==> src/rtl/wb_drain_buffer.sv <==
// Posted write buffer between a write-back cache and memory: FIFO-drains evictions and forwards read misses from pending entries.
// Optional build macro WB_COALESCE_EN merges a push into an existing entry with the same address.
module wb_drain_buffer #(
  parameter int DEPTH = 8,
  parameter int AW    = 8,
  parameter int DW    = 8,
  localparam int CW   = $clog2(DEPTH) + 1
) (
  input  logic          clk,
  input  logic          rst,
  input  logic          push_i,
  input  logic [AW-1:0] push_addr_i,
  input  logic [DW-1:0] push_data_i,
  output logic          full_o,
  output logic          empty_o,
  output logic [CW-1:0] count_o,
  output logic          overflow_o,
  input  logic          rd_req_i,
  input  logic [AW-1:0] rd_addr_i,
  output logic [DW-1:0] rd_data_o,
  output logic          rd_done_o,
  output logic [AW-1:0] mem_addr_o,
  output logic [DW-1:0] mem_wdata_o,
  output logic          mem_we_o,
  output logic          mem_re_o,
  input  logic [DW-1:0] mem_rdata_i,
  input  logic          mem_ack_i,
  output logic [1:0]    dbg_state_o
);

  localparam int PW = $clog2(DEPTH);

  typedef enum logic [1:0] {S_IDLE, S_DRAIN, S_READ, S_FWD} state_e;

  // Memory handshake: mem_we/mem_re rise from the FSM state and stay high with
  // stable address/data until the cycle mem_ack is sampled; ack without a strobe is ignored.
  state_e        state_q, state_d;
  logic [AW-1:0] addr_q [DEPTH];
  logic [DW-1:0] data_q [DEPTH];
  logic [PW-1:0] head_q, tail_q;
  logic [CW-1:0] count_q, count_d;
  logic          overflow_q, overflow_d;
  logic          rd_done_q, rd_done_d;
  logic [DW-1:0] rd_data_q, rd_data_d;

  logic          full, empty, alloc, pop, merge;
  logic          rd_hit;
  logic [PW-1:0] rd_idx, scan_idx;

  assign full  = (count_q == CW'(DEPTH));
  assign empty = (count_q == '0);

  // Scan oldest to youngest so the last match (nearest tail) wins.
  always_comb begin
    rd_hit   = 1'b0;
    rd_idx   = '0;
    scan_idx = '0;
    for (int k = 0; k < DEPTH; k++) begin
      scan_idx = head_q + PW'(k);
      if (CW'(k) < count_q && addr_q[scan_idx] == rd_addr_i) begin
        rd_hit = 1'b1;
        rd_idx = scan_idx;
      end
    end
  end

`ifdef WB_COALESCE_EN
  logic          pu_hit;
  logic [PW-1:0] pu_idx, pu_scan;

  always_comb begin
    pu_hit  = 1'b0;
    pu_idx  = '0;
    pu_scan = '0;
    for (int k = 0; k < DEPTH; k++) begin
      pu_scan = head_q + PW'(k);
      if (CW'(k) < count_q && addr_q[pu_scan] == push_addr_i) begin
        pu_hit = 1'b1;
        pu_idx = pu_scan;
      end
    end
  end

  // The head entry is on the bus while draining, so it must not change underneath mem_wdata.
  assign merge = push_i && pu_hit && !(state_q == S_DRAIN && pu_idx == head_q);
`else
  assign merge = 1'b0;
`endif

  assign alloc      = push_i && !merge && !full;
  assign overflow_d = push_i && !merge && full;
  assign pop        = (state_q == S_DRAIN) && mem_ack_i;
  assign count_d    = count_q + CW'(alloc) - CW'(pop);

  always_ff @(posedge clk) begin
    if (alloc) begin
      addr_q[tail_q] <= push_addr_i;
      data_q[tail_q] <= push_data_i;
    end
`ifdef WB_COALESCE_EN
    else if (merge) begin
      data_q[pu_idx] <= push_data_i;
    end
`endif
  end

  always_comb begin
    state_d   = state_q;
    rd_done_d = 1'b0;
    rd_data_d = rd_data_q;
    case (state_q)
      S_IDLE: begin
        // rd_done_q high means the requester is still releasing the last read.
        if (rd_req_i && !rd_done_q && rd_hit)       state_d = S_FWD;
        else if (rd_req_i && !rd_done_q && !full)   state_d = S_READ;
        else if (!empty)                            state_d = S_DRAIN;
      end
      S_FWD: begin
        rd_data_d = data_q[rd_idx];
        rd_done_d = 1'b1;
        state_d   = S_IDLE;
      end
      S_READ: begin
        if (mem_ack_i) begin
          // A matching eviction pushed during the read is newer than memory.
          rd_data_d = rd_hit ? data_q[rd_idx] : mem_rdata_i;
          rd_done_d = 1'b1;
          state_d   = S_IDLE;
        end
      end
      S_DRAIN: begin
        if (mem_ack_i) state_d = S_IDLE;
      end
      default: state_d = S_IDLE;
    endcase
  end

  always_ff @(posedge clk or posedge rst) begin
    if (rst) begin
      state_q    <= S_IDLE;
      head_q     <= '0;
      tail_q     <= '0;
      count_q    <= '0;
      overflow_q <= 1'b0;
      rd_done_q  <= 1'b0;
      rd_data_q  <= '0;
    end else begin
      state_q    <= state_d;
      count_q    <= count_d;
      overflow_q <= overflow_d;
      rd_done_q  <= rd_done_d;
      rd_data_q  <= rd_data_d;
      if (alloc) tail_q <= tail_q + 1'b1;
      if (pop)   head_q <= head_q + 1'b1;
    end
  end

  always_comb begin
    mem_we_o    = 1'b0;
    mem_re_o    = 1'b0;
    mem_addr_o  = '0;
    mem_wdata_o = '0;
    if (state_q == S_DRAIN) begin
      mem_we_o    = 1'b1;
      mem_addr_o  = addr_q[head_q];
      mem_wdata_o = data_q[head_q];
    end else if (state_q == S_READ) begin
      mem_re_o   = 1'b1;
      mem_addr_o = rd_addr_i;
    end
  end

  assign full_o      = full;
  assign empty_o     = empty;
  assign count_o     = count_q;
  assign overflow_o  = overflow_q;
  assign rd_data_o   = rd_data_q;
  assign rd_done_o   = rd_done_q;
  assign dbg_state_o = state_q;

endmodule

==> config.mk <==
export PLATFORM = sky130hd
export DESIGN_NAME = wb_drain_buffer
export DESIGN_NICKNAME = d
export VERILOG_FILES = /design/src/rtl/wb_drain_buffer.sv
export SDC_FILE = /design/constraint.sdc
export NUM_CORES = 1
export LEC_CHECK = 0
export CAP_MARGIN = 30
export CORE_MARGIN = 2
export CORE_UTILIZATION = 45
export CTS_CLUSTER_SIZE = 8
export DETAILED_ROUTE_END_ITERATION = 8
export GPL_TIMING_DRIVEN = 0
export PLACE_DENSITY = 0.67
export SLEW_MARGIN = 40
export SYNTH_ARGS = -nofsm -noshare
export SYNTH_HDL_FRONTEND = slang
export SYNTH_SLANG_ARGS = --single-unit
==> constraint.sdc <==
create_clock -name clk -period 5.8 [get_ports clk]
set_input_delay 0.87 -clock clk [delete_from_list [all_inputs] [get_ports clk]]
set_output_delay 0.87 -clock clk [all_outputs]
set_load 0.01 [all_outputs]
==> results of run 1 <==
## cell usage after synthesis (10+ instances only)
cell | count | area (um2)
a22oi_1 | 18 | 135
nor2b_1 | 12 | 75.1
nor3_1 | 17 | 85.1
buf_1 | 10 | 37.5
clkbuf_1 | 12 | 45.0
xnor2_1 | 70 | 613
xor2_1 | 10 | 87.6
buf_2 | 15 | 75.1
edfxtp_1 | 128 | 3840
nand3_1 | 14 | 70.1
inv_1 | 15 | 56.3
a21oi_1 | 20 | 100
ha_1 | 14 | 175
mux2i_1 | 127 | 1270
nor2_1 | 24 | 90.1
dfrtp_1 | 22 | 551
nand2_1 | 56 | 210
o22ai_1 | 10 | 62.6
mux4_2 | 82 | 1850
## kinds of logic (layout without fill, tap and decap cells)
logic type	Yosys count	in the layout	share of synthesized area, %
DFF	150	150	41.8
adders and majority gates	15	15	1.86
AOI/OAI and AO/OA	111	111	7.77
buffers and inverters	74	186	3.81
xor gates and xnor gates	80	80	6.66
and+or+nand+nor	163	163	7.70
muxes	215	215	30.4
## cells in the final DEF, fill, tap and decap left out, types with 7 or more instances in the layout
cell type and n:
a21boi_0 9, a21oi_1 18, a22oi_1 18, buf_1 7
buf_2 19, buf_4 11, buf_6 9, clkbuf_1 9
clkbuf_16 17, clkdlybuf4s50_1 69, dfrtp_1 21, edfxtp_1 128
ha_1 14, inv_1 14, mux2i_1 127, mux4_2 82
nand2_1 56, nand3_1 14, nor2_1 18, nor2b_1 12
nor3_1 11, nor4_1 7, o22ai_1 10, o311a_1 7
xnor2_1 69, xor2_1 10
## flip-flops by register name, summed over array words and instances, names as in the netlist
signal,count
addr_q,64
data_q,64
rd_data_o,8
count_o,4
head_q,3
tail_q,3
dbg_state_o,2
overflow_o,1
rd_done_o,1
## path summary, 6_finish.rpt
path | start | end | slack [ns] | cells after the start
min in group asynchronous | rst | dbg_state_o[1] | 0.78 | 2
hold reg to reg | tail_q[0] | tail_q[0] | 0.54 | 2
max in group asynchronous | rst | head_q[1] | 4.64 | 2
setup / recovery | head_q[1] | rd_data_o[0] | 0.42 | 21
hold / removal | tail_q[0] | tail_q[0] | 0.54 | 2
setup reg to reg | head_q[1] | rd_data_o[0] | 0.42 | 21
## cell type report
class                      instances  share of cell area [%]
timing repair buffer              81                    7.11
buffer                            54                    2.67
clock inverter                    15                    1.44
tap                              313                    3.13
inverter                          19                   0.620
sequential                       150                    35.1
multi-input combinational        584                    46.5
clock buffer                      17                    3.40
## worst min-delay path: stages, from the launching register on
cell     delay [ns]
dfrtp_1        0.38
nand2_1        0.07
nand2_1        0.06
## power by group
| group | switching [mW] | total, mW | internal, mW |
|---|---|---|---|
| Combinational | 2.72 | 4.90 | 2.18 |
| Sequential | 0.169 | 1.56 | 1.39 |
| Clock | 0.526 | 1.14 | 0.618 |
| Total | 3.42 | 7.61 | 4.20 |
## routing by layer
layer  track usage [%]  vias to the layer above  wire length [um]
li1                  -                     3378                 -
met1              38.3                     4021             13400
met2              41.7                      454             15000
met3              5.10                       75              2940
met4              11.3                        0              1120
met5                 0                        -                 0
## per-stage QoR
stage / area, um2 / cells / power, mW / hold WS, ns / TNS, ns
floorplan: 10500 / 808 / 4.84 / 0.489 / 0
global placement: 11600 / 1190 / 6.24 / 0.519 / -3.85
detailed placement: 11900 / 1202 / 6.36 / 0.521 / -2.51
CTS: 12500 / 1234 / 7.54 / 0.537 / 0
global route: 12500 / 1233 / 7.94 / 0.577 / 0
finish: 12500 / 1233 / 7.61 / 0.544 / 0
## what timing repair did
item / in CTS / in global routing
endpoints found under the setup margin: 8 / 9
hold endpoints to repair: 0 / 0
resized for setup: 7 / 4
==> results.sh, run 1 <==
export IMPL_cts_sinks=150
export IMPL_startpoint_type="flip-flop"
export IMPL_finalCritPeriodShare_pct=92.8
export IMPL_dieHeight_um=157
export IMPL_path_clk_slew_ns=0.07
export IMPL_worst_slew_pin_slew_ns=0.952
export IMPL_synth_edf_count=128
export IMPL_fillers=1899
export IMPL_cpLargestDelayFamily="buffers and inverters"
export IMPL_cp_max_fo=15
export IMPL_dpl_hpwl_um=24100
export IMPL_dieWidth_um=157
export IMPL_antenna_left=0
export IMPL_min_path_type="flip-flop to flip-flop"
export IMPL_min_period_ns=5.38
export IMPL_boundaryPins=73
export IMPL_multiInputGateArea_mm2=0.00583
export IMPL_finalHoldViolCount=0
export IMPL_grt_start_max_net_pins=23
export IMPL_p_leak_nw=4.42
export IMPL_ctsHoldBuffers=0
export IMPL_synth_top_flop_cell="edfxtp_1"
export IMPL_cp_arrival_ns=5.69
export IMPL_synth_cell_types=63
export IMPL_pre_cts_slack_ns=-0.354
export IMPL_grt_overflow_total=0
export IMPL_synth_area_per_cell_um2=13.0
export IMPL_endpoint_kind="flip-flop"
export IMPL_rsz0062_at_grt="no"
export IMPL_skew_ns=0.0129
export IMPL_fmax_mhz=186
export IMPL_drt_wl_total_um=32500
export IMPL_drive_gt1_share_pct=21.2
export IMPL_antennaDiodeCount=0
export IMPL_powerDensity_mw_per_mm2=608
export IMPL_htree_levels=4
export IMPL_synth_warnings=0
export IMPL_setup_ws_ns=0.418
export IMPL_ys_seq_area_share_pct=41.8
export IMPL_layout_nets=959
export IMPL_worstSkewPairLatency_ns=0.44
export IMPL_cts_buffers=17
export IMPL_coreArea_mm2=0.0228
export IMPL_vias=7928
export IMPL_gp_congestion=1.02
export IMPL_crit_required_ns=6.11
export IMPL_worstPathCellList="buf_6, buf_4, buf_6, inv_2, ha_1, buf_2, clkbuf_4, mux4_2, mux2i_1, xnor2_1, nor3_1, and4b_1, buf_1, nand2_1, a31o_1, a32oi_4, buf_4, mux2i_1, a22oi_1, nand2_1, a21oi_1"
export IMPL_wire_per_inst_um=26.3
export IMPL_setup_violations=0
export IMPL_drc=0
export IMPL_slew_violations=0
export IMPL_rows=55
export IMPL_postCtsSetupBuffers=0
export IMPL_ys_ff_latch=150
export IMPL_synth_nets=860
export IMPL_syn_area_mm2=0.0105
export IMPL_antenna_found_initial=1
export IMPL_die_area_mm2=0.0246
export IMPL_netlist_instances=808
export IMPL_cp_num_buf_inv=8
export IMPL_crit_type="flip-flop to flip-flop"
export IMPL_cts_root_buf="clkbuf_16"
export IMPL_crit_path_top_delay_cell="dfrtp_2"
export IMPL_status="finished, final reports clean"
export IMPL_max_stage_delay_ns=0.47
export IMPL_cts_tree="built"
export IMPL_grt_pass1_vias=7761
export IMPL_slew_headroom_pct=36.5
export IMPL_clock_path_buffers=2
export IMPL_regArea_mm2=0.00440
export IMPL_grt_pass1_wl_um=48300
export IMPL_drt_iter0_drc=963
export IMPL_maxCapViolations=0
export IMPL_area_growth_synth_to_final_pct=19.0
export IMPL_async_reset_ff_share_pct=14.7
export IMPL_viasPerCell=6.43
export IMPL_grt_use_total_pct=27.3
export IMPL_firstDrtPassIters=5
export IMPL_io_buffers=69
export IMPL_ir_drop_mv=0.216
export IMPL_initial_core_util_pct=46.2
export IMPL_fin_util_pct=55.0
(Power assumes the default switching activity.)
==> run 2: changes to the inputs <==
- SKIP_LAST_GASP: default -> 1
==> results of run 2 <==
Final layout, timing and power as in run 1 (identical DEF).
==> run 3: changes to the inputs <==
- ABC_CLOCK_PERIOD_IN_PS: default -> 5800
==> results of run 3 <==
Final layout, timing and power as in run 1 (identical DEF).
